File: config.mk
export PLATFORM = sky130hd
export DESIGN_NAME = bist_pattern_engine
export DESIGN_NICKNAME = d
export VERILOG_FILES = /design/src/rtl/bist_pattern_engine_pkg.sv /design/src/rtl/bist_lfsr.sv /design/src/rtl/bist_pattern_engine.sv
export SDC_FILE = /design/constraint.sdc
export NUM_CORES = 1
export LEC_CHECK = 0
export CORE_ASPECT_RATIO = 1.75
export CORE_MARGIN = 3
export CORE_UTILIZATION = 55
export CTS_CLUSTER_SIZE = 16
export DETAILED_ROUTE_END_ITERATION = 6
export PLACE_DENSITY = 0.89
export SYNTH_ARGS = -nofsm -noshare
export SYNTH_HDL_FRONTEND = slang
export SYNTH_HIERARCHICAL = 1
export SYNTH_SLANG_ARGS = --single-unit
export TNS_END_PERCENT = 1
File: constraint.sdc
create_clock -name clk -period 6.43 [get_ports clk]
set_clock_uncertainty 0.15 [all_clocks]
set_input_delay 1.929 -clock clk [delete_from_list [all_inputs] [get_ports clk]]
set_output_delay 1.929 -clock clk [all_outputs]
set_load 0.01 [all_outputs]
File: src/rtl/bist_pattern_engine_pkg.sv
// bist_pattern_engine_pkg: FSM state encoding and default constants shared by the BIST datapath.
package bist_pattern_engine_pkg;
    typedef enum logic [1:0] {
        IDLE = 2'd0,
        LOAD = 2'd1,
        RUN  = 2'd2,
        DONE = 2'd3
    } state_e;
    localparam logic [7:0] DEF_LFSR_TAPS = 8'hB8;
    localparam logic [7:0] DEF_MISR_TAPS = 8'hB8;
    localparam logic [7:0] DEF_SEED      = 8'h01;
endpackage

File: src/rtl/bist_lfsr.sv
// bist_lfsr: left-shifting Fibonacci LFSR with parallel load; din != 0 turns it into a MISR.
module bist_lfsr
    import bist_pattern_engine_pkg::*;
#(
    parameter int             W    = 8,
    parameter logic [W-1:0]   TAPS = W'(DEF_LFSR_TAPS)
) (
    input  logic         clk,
    input  logic         reset,
    input  logic         load,
    input  logic [W-1:0] load_val,
    input  logic         en,
    input  logic [W-1:0] din,
    output logic [W-1:0] q
);
    logic [W-1:0] q_q, q_d;
    always_comb q_d = load ? load_val : en ? ({q_q[W-2:0], ^(q_q & TAPS)} ^ din) : q_q;
    always_ff @(posedge clk) q_q <= reset ? '0 : q_d;
    assign q = q_q;
endmodule

File: src/rtl/bist_pattern_engine.sv
// bist_pattern_engine: drives LFSR patterns into the CUT, compacts responses in a MISR,
// and reports end-of-test plus golden-signature match to the BIST controller.
module bist_pattern_engine
    import bist_pattern_engine_pkg::*;
#(
    parameter int                PAT_W        = 8,
    parameter int                RESP_W       = 8,
    parameter logic [PAT_W-1:0]  LFSR_TAPS    = PAT_W'(DEF_LFSR_TAPS),
    parameter logic [RESP_W-1:0] MISR_TAPS    = RESP_W'(DEF_MISR_TAPS),
    parameter logic [PAT_W-1:0]  SEED         = PAT_W'(DEF_SEED),
    parameter int                NUM_PATTERNS = 255,
    parameter int                CNT_W        = 8,
    parameter logic [RESP_W-1:0] GOLDEN       = '0
) (
    input  logic              clk,
    input  logic              reset,
    input  logic              run,
    input  logic [RESP_W-1:0] cut_resp,
    output logic [PAT_W-1:0]  pattern,
    output logic [RESP_W-1:0] signature,
    output logic              bist_end,
    output logic              sig_ok,
    output logic              busy
);
    // An all-zero seed would lock the TPG at zero.
    localparam logic [PAT_W-1:0] SEED_EFF = (SEED == '0) ? PAT_W'(1) : SEED;
    localparam logic [CNT_W-1:0] LAST     = CNT_W'(NUM_PATTERNS - 1);

    state_e           state_q, state_d;
    logic [CNT_W-1:0] count_q, count_d;
    logic             load, last, in_run;

    always_comb begin
        load    = state_q == LOAD;
        in_run  = state_q == RUN;
        last    = count_q == LAST;
        state_d = state_q;
        unique case (state_q)
            IDLE:    state_d = run ? LOAD : IDLE;
            LOAD:    state_d = run ? RUN : IDLE;
            RUN:     state_d = !run ? IDLE : last ? DONE : RUN;
            DONE:    state_d = run ? DONE : IDLE;
            default: state_d = IDLE;
        endcase
        count_d = load ? '0 : (in_run && !last) ? count_q + 1'b1 : count_q;
    end

    always_ff @(posedge clk) begin
        if (reset) begin
            state_q <= IDLE;
            count_q <= '0;
        end else begin
            state_q <= state_d;
            count_q <= count_d;
        end
    end

    // The TPG holds on the final cycle so the last applied pattern stays visible in DONE.
    bist_lfsr #(.W(PAT_W), .TAPS(LFSR_TAPS)) u_tpg (
        .clk(clk), .reset(reset), .load(load), .load_val(SEED_EFF),
        .en(in_run && !last), .din('0), .q(pattern)
    );

    bist_lfsr #(.W(RESP_W), .TAPS(MISR_TAPS)) u_misr (
        .clk(clk), .reset(reset), .load(load), .load_val('0),
        .en(in_run), .din(cut_resp), .q(signature)
    );

    assign bist_end = state_q == DONE;
    assign sig_ok   = bist_end && (signature == GOLDEN);
    assign busy     = load || in_run;
endmodule
# Word-level counts from Yosys, hierarchy flattened
# Cells that the tools add are included.
[totals] word_cells=29 ff_bits=26 memories=0 input_bits=11 rom_bits=0 latch_bits=0 mem_bits_rw=0
[classes] eq_ne=4 div=0 shift=0 bitwise_logic=1 magnitude_cmp=0 add_sub_neg=1 reduce_logical=10 mul=0 mux=8
[ops] operator="$reduce_xor 8->1" n=2
[ops] operator="$add 8x1->8 const B" n=1
[ops] operator="$eq 8x8->1 const B" n=1
[ops] operator="$logic_not 8->1" n=1
[ops] operator="$pmux 2 s4" n=1
[ops] operator="$xor 8x8->8" n=1
[ops] operator="$mux 2" n=3
[ops] operator="$eq 2x2->1 const B" n=2
[ops] operator="$mux 1" n=4
[ops] operator="$eq 2x1->1 const B" n=1
[ops] operator="$logic_and 1x1->1" n=2
[ops] operator="$logic_not 2->1" n=1
[ops] operator="$reduce_bool 2->1" n=1
[ops] operator="$reduce_or 2->1" n=1
[ops] operator="$logic_not 1->1" n=1
[ops] operator="$logic_or 1x1->1" n=1

# Depth between registers and ports, before layout
# Gate-level depths: netlist of run 1.
[logic_depth] depth_word=5 mapped_depth=10

# Hierarchy
# Netlist of run 1, hierarchy kept.
[by_module_without_submodules] mod="bist_lfsr" n_inst=2 seq_area_each_um2=160.2 cells_per_inst=56 area_each_um2=479.2
[by_module_without_submodules] mod="bist_pattern_engine" n_inst=1 seq_area_each_um2=200.2 cells_per_inst=70 area_each_um2=615.6

# Worst setup path before layout of run 1
# Ideal clock, no wire load.
[synth_path] path_type="reg2out" startpoint="reg u_misr.q_q[3], in the netlist u_misr/q[3]" endpoint="out sig_ok" t_required_ns=4.351 path_stages_with_launch=3 setup_slack_ns=3.062 arrival_time_ns=1.289 cell_sequence="dfxtp_1 > or4_1 > nor4_1"
[synth_via] elab_chain_len=2
[synth_rtl] item="start: declaration" line="bist_lfsr.sv:16" text="logic [W-1:0] q_q, q_d;"
[synth_rtl] item="start signal: assignment" line="bist_lfsr.sv:18" text="always_ff @(posedge clk) q_q <= reset ? '0 : q_d;"
[synth_rtl] item="$logic_not 8->1" line="bist_pattern_engine.sv:70" text="assign sig_ok = bist_end && (signature == GOLDEN);"
[synth_rtl] item="$logic_and 1x1->1" line="bist_pattern_engine.sv:70"
[synth_rtl] item="end: declaration" line="bist_pattern_engine.sv:22" text="output logic sig_ok,"
# Every way passes these cells.

# Final worst setup path of run 1
# Same ends and word-level chain as after synthesis.

==> results.rst, run 1 <==
.. list-table::
   :header-rows: 1

   * - Metric
     - Value
   * - Run status
     - complete, no violations
   * - Longest individual stage delay on the worst path
     - 0.59 ns
   * - Final count of hold timing violations
     - 0
   * - Number of antenna violations at the first check in global routing
     - 0
   * - Number of H-tree branching levels
     - 1
   * - CP Buf/Inv Count
     - 1
   * - Flip-flop and latch count after synthesis
     - 26
   * - Initial standard-cell utilization of the core
     - 57.8%
   * - Final weighted congestion in routability-driven placement
     - 0.729
   * - Leakage power figure
     - 0.704 nW
   * - Post-route clock period utilization
     - 62.9%
   * - Placed cell areas
     - 1910 µm²
   * - CTS clk-pin slew, worst paths
     - 0.09 ns
   * - Crit path capture type
     - output port
   * - IO Count
     - 30
   * - CP Class
     - reg2out
   * - Main combinational cell family by area after synthesis
     - compound AO/OA/AOI/OAI gates
   * - Xor and xnor fraction of the mapped netlist area
     - roughly an eighth
   * - Critical-path top delay cell
     - sky130_fd_sc_hd__clkdlybuf4s50_1
   * - Iteration-0 DRC Markers
     - 24
   * - CP top delay family
     - simple AND/OR/NAND/NOR gates
   * - Switching power
     - 0.0000841 W
   * - Fraction of registers with async set or reset after synthesis
     - 0%
   * - Max transition margin
     - 42.6%
   * - Residual DRC count
     - 0
   * - Post-route design area
     - roughly 2000 µm²
   * - Share of final-layout standard cells stronger than drive strength 1
     - 4.87%
   * - Post-detailed-route via-to-cell ratio
     - between 5 and 6
   * - Total power divided by cell area
     - 174 nW/µm²
   * - Fin. max-slew vios
     - 0
   * - Proportion of power drawn by the clock network
     - slightly above 30%
   * - Average detailed-routed wire length per instance
     - ~12 µm
   * - Worst path cell trace
     - or4_1, nor4_1, clkdlybuf4s50_1
   * - Simple-gate portion of the synthesized area
     - 18.0%
   * - Cts repair resizes
     - 0
   * - Relative contribution of sequential cells to total power
     - 50.7%
   * - CP startpoint kind
     - register
   * - EDFF count, synth
     - 0
   * - Number of sinks driven by the clock tree
     - 26
   * - Later-pin clock latency in the skew report
     - 0.27 ns
   * - Total wirelength of the detailed-routed design
     - between 3000 and 4000 µm
   * - Vias in the first global route
     - 1269
   * - Count of inserted antenna diode cells
     - 0
   * - Total global routing track utilization
     - 18.9%
   * - DP Wirelength
     - ~2300 µm
   * - Pin count of the biggest net entering global routing
     - 39
   * - Combinational share of power
     - 18.8%
   * - First-pass GRT wire length
     - a little over 5000 µm
   * - Net Sw Frac
     - between 20% and 30%
   * - Part of the Yosys area used for sequential elements
     - 33.1%
   * - Worst setup path startpoint
     - u_misr/q[3]
   * - Pint
     - 0.000257 W
   * - Congestion Overflow GR
     - 0
   * - Port-buffer cells
     - 29
   * - Warning count from the yosys run
     - 6
   * - Timing-limited maximum frequency
     - 0.247 GHz
   * - Synthesized area per cell
     - 8.65 µm²
   * - Final setup violation count
     - 0
   * - Vert. Die Dim
     - 76.8 µm
   * - Worst hold path depth
     - 2
   * - Mapped cell area
     - 1570 µm²
   * - Clock root buffer master
     - sky130_fd_sc_hd__clkbuf_8
   * - Worst hold path startpoint
     - count_q[3]
   * - Maximum vdd ir drop
     - 228 µV
   * - Die Footprint
     - 3570 µm²
   * - Post-Route Setup TNS
     - 0 ns
   * - R2R depth
     - 6
   * - CP required
     - between 4 and 5 ns
   * - Total power draw
     - between 0.0003 and 0.0004 W
   * - Compound-Gate Fraction of Synth Area
     - 22.8%
   * - CTS max path bufs
     - 2
   * - Number of hold-repair buffers added at the cts stage
     - 0
   * - Mux contribution to synthesized area
     - 1.27%
   * - Max-cap violations
     - 0
   * - Clock period minus final worst setup slack
     - between 4 and 5 ns
   * - Levels on crit path
     - 3
   * - Hold WC Path Type
     - reg2reg
   * - Adder-cell share of the synthesized area
     - 4.77%
   * - Count of different cell masters after synthesis
     - 40
   * - Row count
     - 25
   * - Num CTS Buffers
     - 3
   * - Post-CTS Setup Bufs
     - 0
   * - Antenna violation net count after detailed routing
     - 0
   * - Worst flop-to-flop path startpoint
     - state_q[0]
   * - CTS tree
     - built
   * - Slew of the pin with the lowest slew margin
     - 0.859 ns
   * - Unrepaired setup endpoints after global routing
     - no
   * - Post-synth top flop
     - sky130_fd_sc_hd__dfxtp_1
   * - Synthesized netlist cell count
     - 182
   * - Post-layout nets
     - 244
   * - Horizontal die dimension
     - roughly 46 µm
   * - Maximum net fanout on the critical path
     - 5
   * - Detailed Routing Iterations Pass 1
     - 4
   * - Arr. time, crit path
     - 1.97 ns
   * - Post-synthesis to final-layout area growth
     - 24.8%
   * - Total core area
     - 2720 µm²
   * - Total vias in the final route
     - ~1400
==> cells in the mapped netlist (3+ instances only) <==
| master | count | area share, % |
|---|---|---|
| sky130_fd_sc_hd__inv_1 | 7 | 1.7 |
| sky130_fd_sc_hd__buf_2 | 4 | 1.3 |
| sky130_fd_sc_hd__xnor2_1 | 18 | 10 |
| sky130_fd_sc_hd__dfxtp_1 | 26 | 33 |
| sky130_fd_sc_hd__buf_6 | 3 | 2.1 |
| sky130_fd_sc_hd__a311oi_1 | 3 | 1.7 |
| sky130_fd_sc_hd__nor3_1 | 4 | 1.3 |
| sky130_fd_sc_hd__a31oi_1 | 4 | 1.6 |
| sky130_fd_sc_hd__nor2_1 | 17 | 4.1 |
| sky130_fd_sc_hd__a211o_1 | 14 | 7.8 |
| sky130_fd_sc_hd__ha_1 | 6 | 4.8 |
| sky130_fd_sc_hd__a21oi_1 | 17 | 5.4 |
| sky130_fd_sc_hd__nand2_1 | 22 | 5.2 |
==> logic make-up after synthesis <==
family,after synthesis
AOI/OAI and AO/OA,47
xor gates and xnor gates,20
adders and majority gates,6
buffers and inverters,19
DFF,26
muxes,2
other,2
and+or+nand+nor,60
==> registers in the layout, summed over array words and instances, names as in the netlist <==
register and count:
u_misr/q 8, count_q 8, state_q 2, u_tpg/q 8
==> through the flow <==
| stage | hold WS (ns) | instances | utilization [%] | setup WS, ns |
|---|---|---|---|---|
| global route | 0.394 | 253 | 72.2 | 2.32 |
| CTS | 0.372 | 253 | 72.2 | 2.39 |
| floorplan | 0.327 | 204 | - | 3.06 |
| global placement | 0.350 | 249 | 70.2 | 2.53 |
| detailed placement | 0.359 | 249 | 70.2 | 2.51 |
| finish | 0.376 | 253 | 72.2 | 2.39 |
==> path summary, 6_finish.rpt <==
path                                   end  slack, ns
worst max register to register  u_tpg/q[5]       4.03
worst min register to register  count_q[3]       0.38
worst min-delay path            count_q[3]       0.38
worst max-delay path                sig_ok       2.39
==> power groups by stage <==
stage / clock network [W] / logic [W] / registers [W]
floorplan: 0 / 0.0000397 / 0.000178
global placement: 0 / 0.0000629 / 0.000177
detailed placement: 0 / 0.0000639 / 0.000177
CTS: 0.000106 / 0.0000643 / 0.000173
global route: 0.000111 / 0.0000706 / 0.000174
finish: 0.000104 / 0.0000642 / 0.000173
==> cell usage in the layout, fill, tap and decap left out, drive strengths merged, types with 2 or more instances in the layout <==
cell	count
clkdlybuf4s50	29
dfxtp	26
conb	24
nand2	22
xnor2	18
nor2	17
a21oi	17
a211o	14
inv	7
ha	6
a31oi	4
nor3	4
clkbuf	4
a311oi	3
and3	3
nor4	2
nand3	2
mux2i	2
xnor3	2
nor4b	2
o41ai	2
a21boi	2
o21ai	2
==> area by class of cell <==
class	count	area, µm²
repair buffers	30	298
clock buffers	4	55.1
well taps	27	33.8
multi-input cells	159	1030
inverters	7	26.3
flip-flops and latches	26	520
fillers	206	757
==> worst reg2reg max path, cell delays in order, from the launching register on <==
cell                       delay, ns
sky130_fd_sc_hd__dfxtp_1        0.34
sky130_fd_sc_hd__inv_1          0.08
sky130_fd_sc_hd__ha_1           0.66
sky130_fd_sc_hd__a21boi_4       0.56
sky130_fd_sc_hd__nor2_1         0.09
sky130_fd_sc_hd__a211o_1        0.29
sky130_fd_sc_hd__a21oi_1        0.14
==> metal layers <==
metal / GRT usage [%] / vias up / wire [µm]
li1: - / 705 / -
met1: 20.2 / 622 / 1290
met2: 34.8 / 26 / 1630
met3: 3.52 / 2 / 108
met4: 5.13 / 0 / 28
met5: 0 / - / 0
(Power assumes the default switching activity.)
==> run 2: changes to the inputs <==
CORE_UTILIZATION = 46   (was 55)
PLACE_DENSITY = 0.8   (was 0.89)
clock period = 3.6 ns   (was 6.43 ns; I/O delays follow)
==> run 2 against run 1 <==
Against the previous run:
- register-to-register slack got worse by 2.8 ns
- sequential share of layout area fell by 0.18 points
- sequential power rose by 79%
- first-iteration DRC count rose by 25%
- combinational power is 82% higher
- via count is 1.1% lower
- critical endpoint unchanged
- setup slack worse by 2.0 ns
- die area grew 17%
==> results.rst, run 2 (synthesis gave the netlist of run 1 again) <==
.. list-table::
   :header-rows: 1

   * - Metric
     - Value
   * - Number of sinks driven by the clock tree
     - 26
   * - Cts repair resizes
     - 0
   * - Clock period minus final worst setup slack
     - 3.24 ns
   * - CP Class
     - reg2out
   * - Final setup violation count
     - 0
   * - Total routed wire length on the met1 layer
     - 1360 µm
   * - Maximum net fanout on the critical path
     - 5
   * - Final weighted congestion in routability-driven placement
     - approximately 0.71
   * - Cell Count, Final, Fillers Out
     - about 270
   * - Port-buffer cells
     - 29
   * - Fin. max-slew vios
     - 0
   * - Total power divided by cell area
     - 298 nW/µm²
   * - Most common library cell in the layout ignoring fill and taps
     - sky130_fd_sc_hd__clkdlybuf4s50_1
   * - Detailed Routing Iterations Pass 1
     - 4
   * - Max-cap violations
     - 0
   * - Fill cell instance count of the final layout
     - roughly 280
   * - CTS tree
     - built
   * - CP startpoint kind
     - register
   * - Detailed-routed wire length on met2
     - 1630 µm
   * - Run status
     - complete, no violations
   * - Number of hold-repair buffers added at the cts stage
     - 0
   * - Highest metal layer with signal wires
     - met4
   * - Number of H-tree branching levels
     - 1
   * - Residual DRC count
     - 0
   * - Number of antenna violations at the first check in global routing
     - 0
   * - CTS clk-pin slew, worst paths
     - ~0.090 ns
   * - CTS max path bufs
     - 2
   * - Vert. Die Dim
     - 83.4 µm
   * - Total global routing track utilization
     - ~16%
   * - Clock root buffer master
     - sky130_fd_sc_hd__clkbuf_8
   * - Die Footprint
     - 4190 µm²
   * - Met3 Routed Length
     - 149 µm
   * - Arr. time, crit path
     - 2.01 ns
   * - Most frequent cells in the layout
     - sky130_fd_sc_hd__clkdlybuf4s50_1, sky130_fd_sc_hd__dfxtp_1, sky130_fd_sc_hd__conb_1, sky130_fd_sc_hd__nand2_1, sky130_fd_sc_hd__xnor2_1
   * - Slew of the pin with the lowest slew margin
     - 0.761 ns
   * - Iteration-0 DRC Markers
     - 30
   * - Timing-limited maximum frequency
     - 0.308 GHz
   * - Row count
     - 27
   * - Count of inserted antenna diode cells
     - 0
   * - Pin count of the biggest net entering global routing
     - 24
   * - Initial standard-cell utilization of the core
     - roughly 49%
   * - Total core area
     - 3210 µm²
   * - Maximum vdd ir drop
     - roughly 200 µV
   * - Post-Route Setup TNS
     - 0 ns
   * - Vias in the first global route
     - 1259
   * - Hold WC Path Type
     - reg2reg
   * - Later-pin clock latency in the skew report
     - about 0.27 ns
   * - Post-route clock period utilization
     - between 90% and 100%
   * - Final count of hold timing violations
     - 0
   * - Post-detailed-route via-to-cell ratio
     - 4.98
   * - Horizontal die dimension
     - about 50 µm
   * - Post-synthesis to final-layout area growth
     - 25.7%
   * - Total wirelength of the detailed-routed design
     - 3160 µm
   * - IO Count
     - 30
   * - Unrepaired setup endpoints after global routing
     - no
   * - Num CTS Buffers
     - 3
   * - First-pass GRT wire length
     - around 5500 µm
   * - Total vias in the final route
     - 1340
   * - Crit path capture type
     - output port
   * - Post-route design area
     - around 2000 µm²
   * - Post-CTS Setup Bufs
     - 0
   * - Placed cell areas
     - 1940 µm²
   * - CP required
     - ~2.4 ns
   * - Congestion Overflow GR
     - 0
   * - Max transition margin
     - 49.3%
   * - Leakage power figure
     - 0.702 nW
   * - Average detailed-routed wire length per instance
     - 11.8 µm
   * - Antenna violation net count after detailed routing
     - 0
   * - Share of final-layout standard cells stronger than drive strength 1
     - 4.87%
   * - Number of placed instances, taps included
     - 266
   * - Post-layout nets
     - 245
   * - DP Wirelength
     - around 2300 µm
-- run 2: cell types whose count changed in the layout (fill, tap and decap cells not counted), sizes merged --
cell,before,now
buf,1,2
clkbuf,4,3
-- run 2: final cells by class --
type | count | area (µm²) | share of cell area (%)
Timing Repair Buffer | 31 | 305 | 15.4
Tap cell | 43 | 53.8 | 2.72
Sequential cell | 26 | 520 | 26.3
Clock buffer | 3 | 41.3 | 2.09
Inverter | 7 | 26.3 | 1.33
Multi-Input combinational cell | 159 | 1030 | 52.1
-- run 2: worst max-delay path, stage by stage, from the launching register on --
cell and delay [ns]:
sky130_fd_sc_hd__dfxtp_1 0.36, sky130_fd_sc_hd__or4_1 0.55, sky130_fd_sc_hd__nor4_1 0.24, sky130_fd_sc_hd__clkdlybuf4s50_1 0.59
-- run 2: where the power goes --
| part | switching (W) | internal [W] |
|---|---|---|
| Clock | 0.0000888 | 0.0000750 |
| Sequential | 0.0000117 | 0.000298 |
| Combinational | 0.0000517 | 0.0000654 |
| Total | 0.000152 | 0.000438 |
-- run 2: per-layer routing --
layer / GRT usage (%) / up-vias
met5: 0 / -
met4: 6.05 / 0
met1: 17.5 / 602
li1: - / 703
met2: 29.6 / 33
met3: 2.87 / 2
-- run 2: final timing paths --
kind	from	endpoint	slack, ns	cells past startpoint
worst min register to register	count_q[2]	count_q[2]	0.38	1
worst min-delay path	count_q[2]	count_q[2]	0.38	1
worst max register to register	state_q[0]	u_tpg/q[5]	1.22	6
worst max-delay path	u_misr/q[3]	sig_ok	0.36	3
-- run 2: stage by stage --
| step | hold WS, ns | power (W) | setup WS (ns) | utilization [%] |
|---|---|---|---|---|
| floorplan | 0.327 | 0.000390 | 1.08 | - |
| global placement | 0.359 | 0.000432 | 0.695 | 60.4 |
| detailed placement | 0.359 | 0.000433 | 0.643 | 60.4 |
| CTS | 0.375 | 0.000596 | 0.351 | 61.6 |
| global route | 0.412 | 0.000617 | 0.258 | 61.6 |
| finish | 0.380 | 0.000590 | 0.356 | 61.6 |
==> run 3: changes to the inputs <==
CTS_CLUSTER_DIAMETER = 150   (was default)
TNS_END_PERCENT = 20   (was 1)
==> results of run 3 <==
Same layout as run 2: the final DEF is identical, and so are final timing and power.
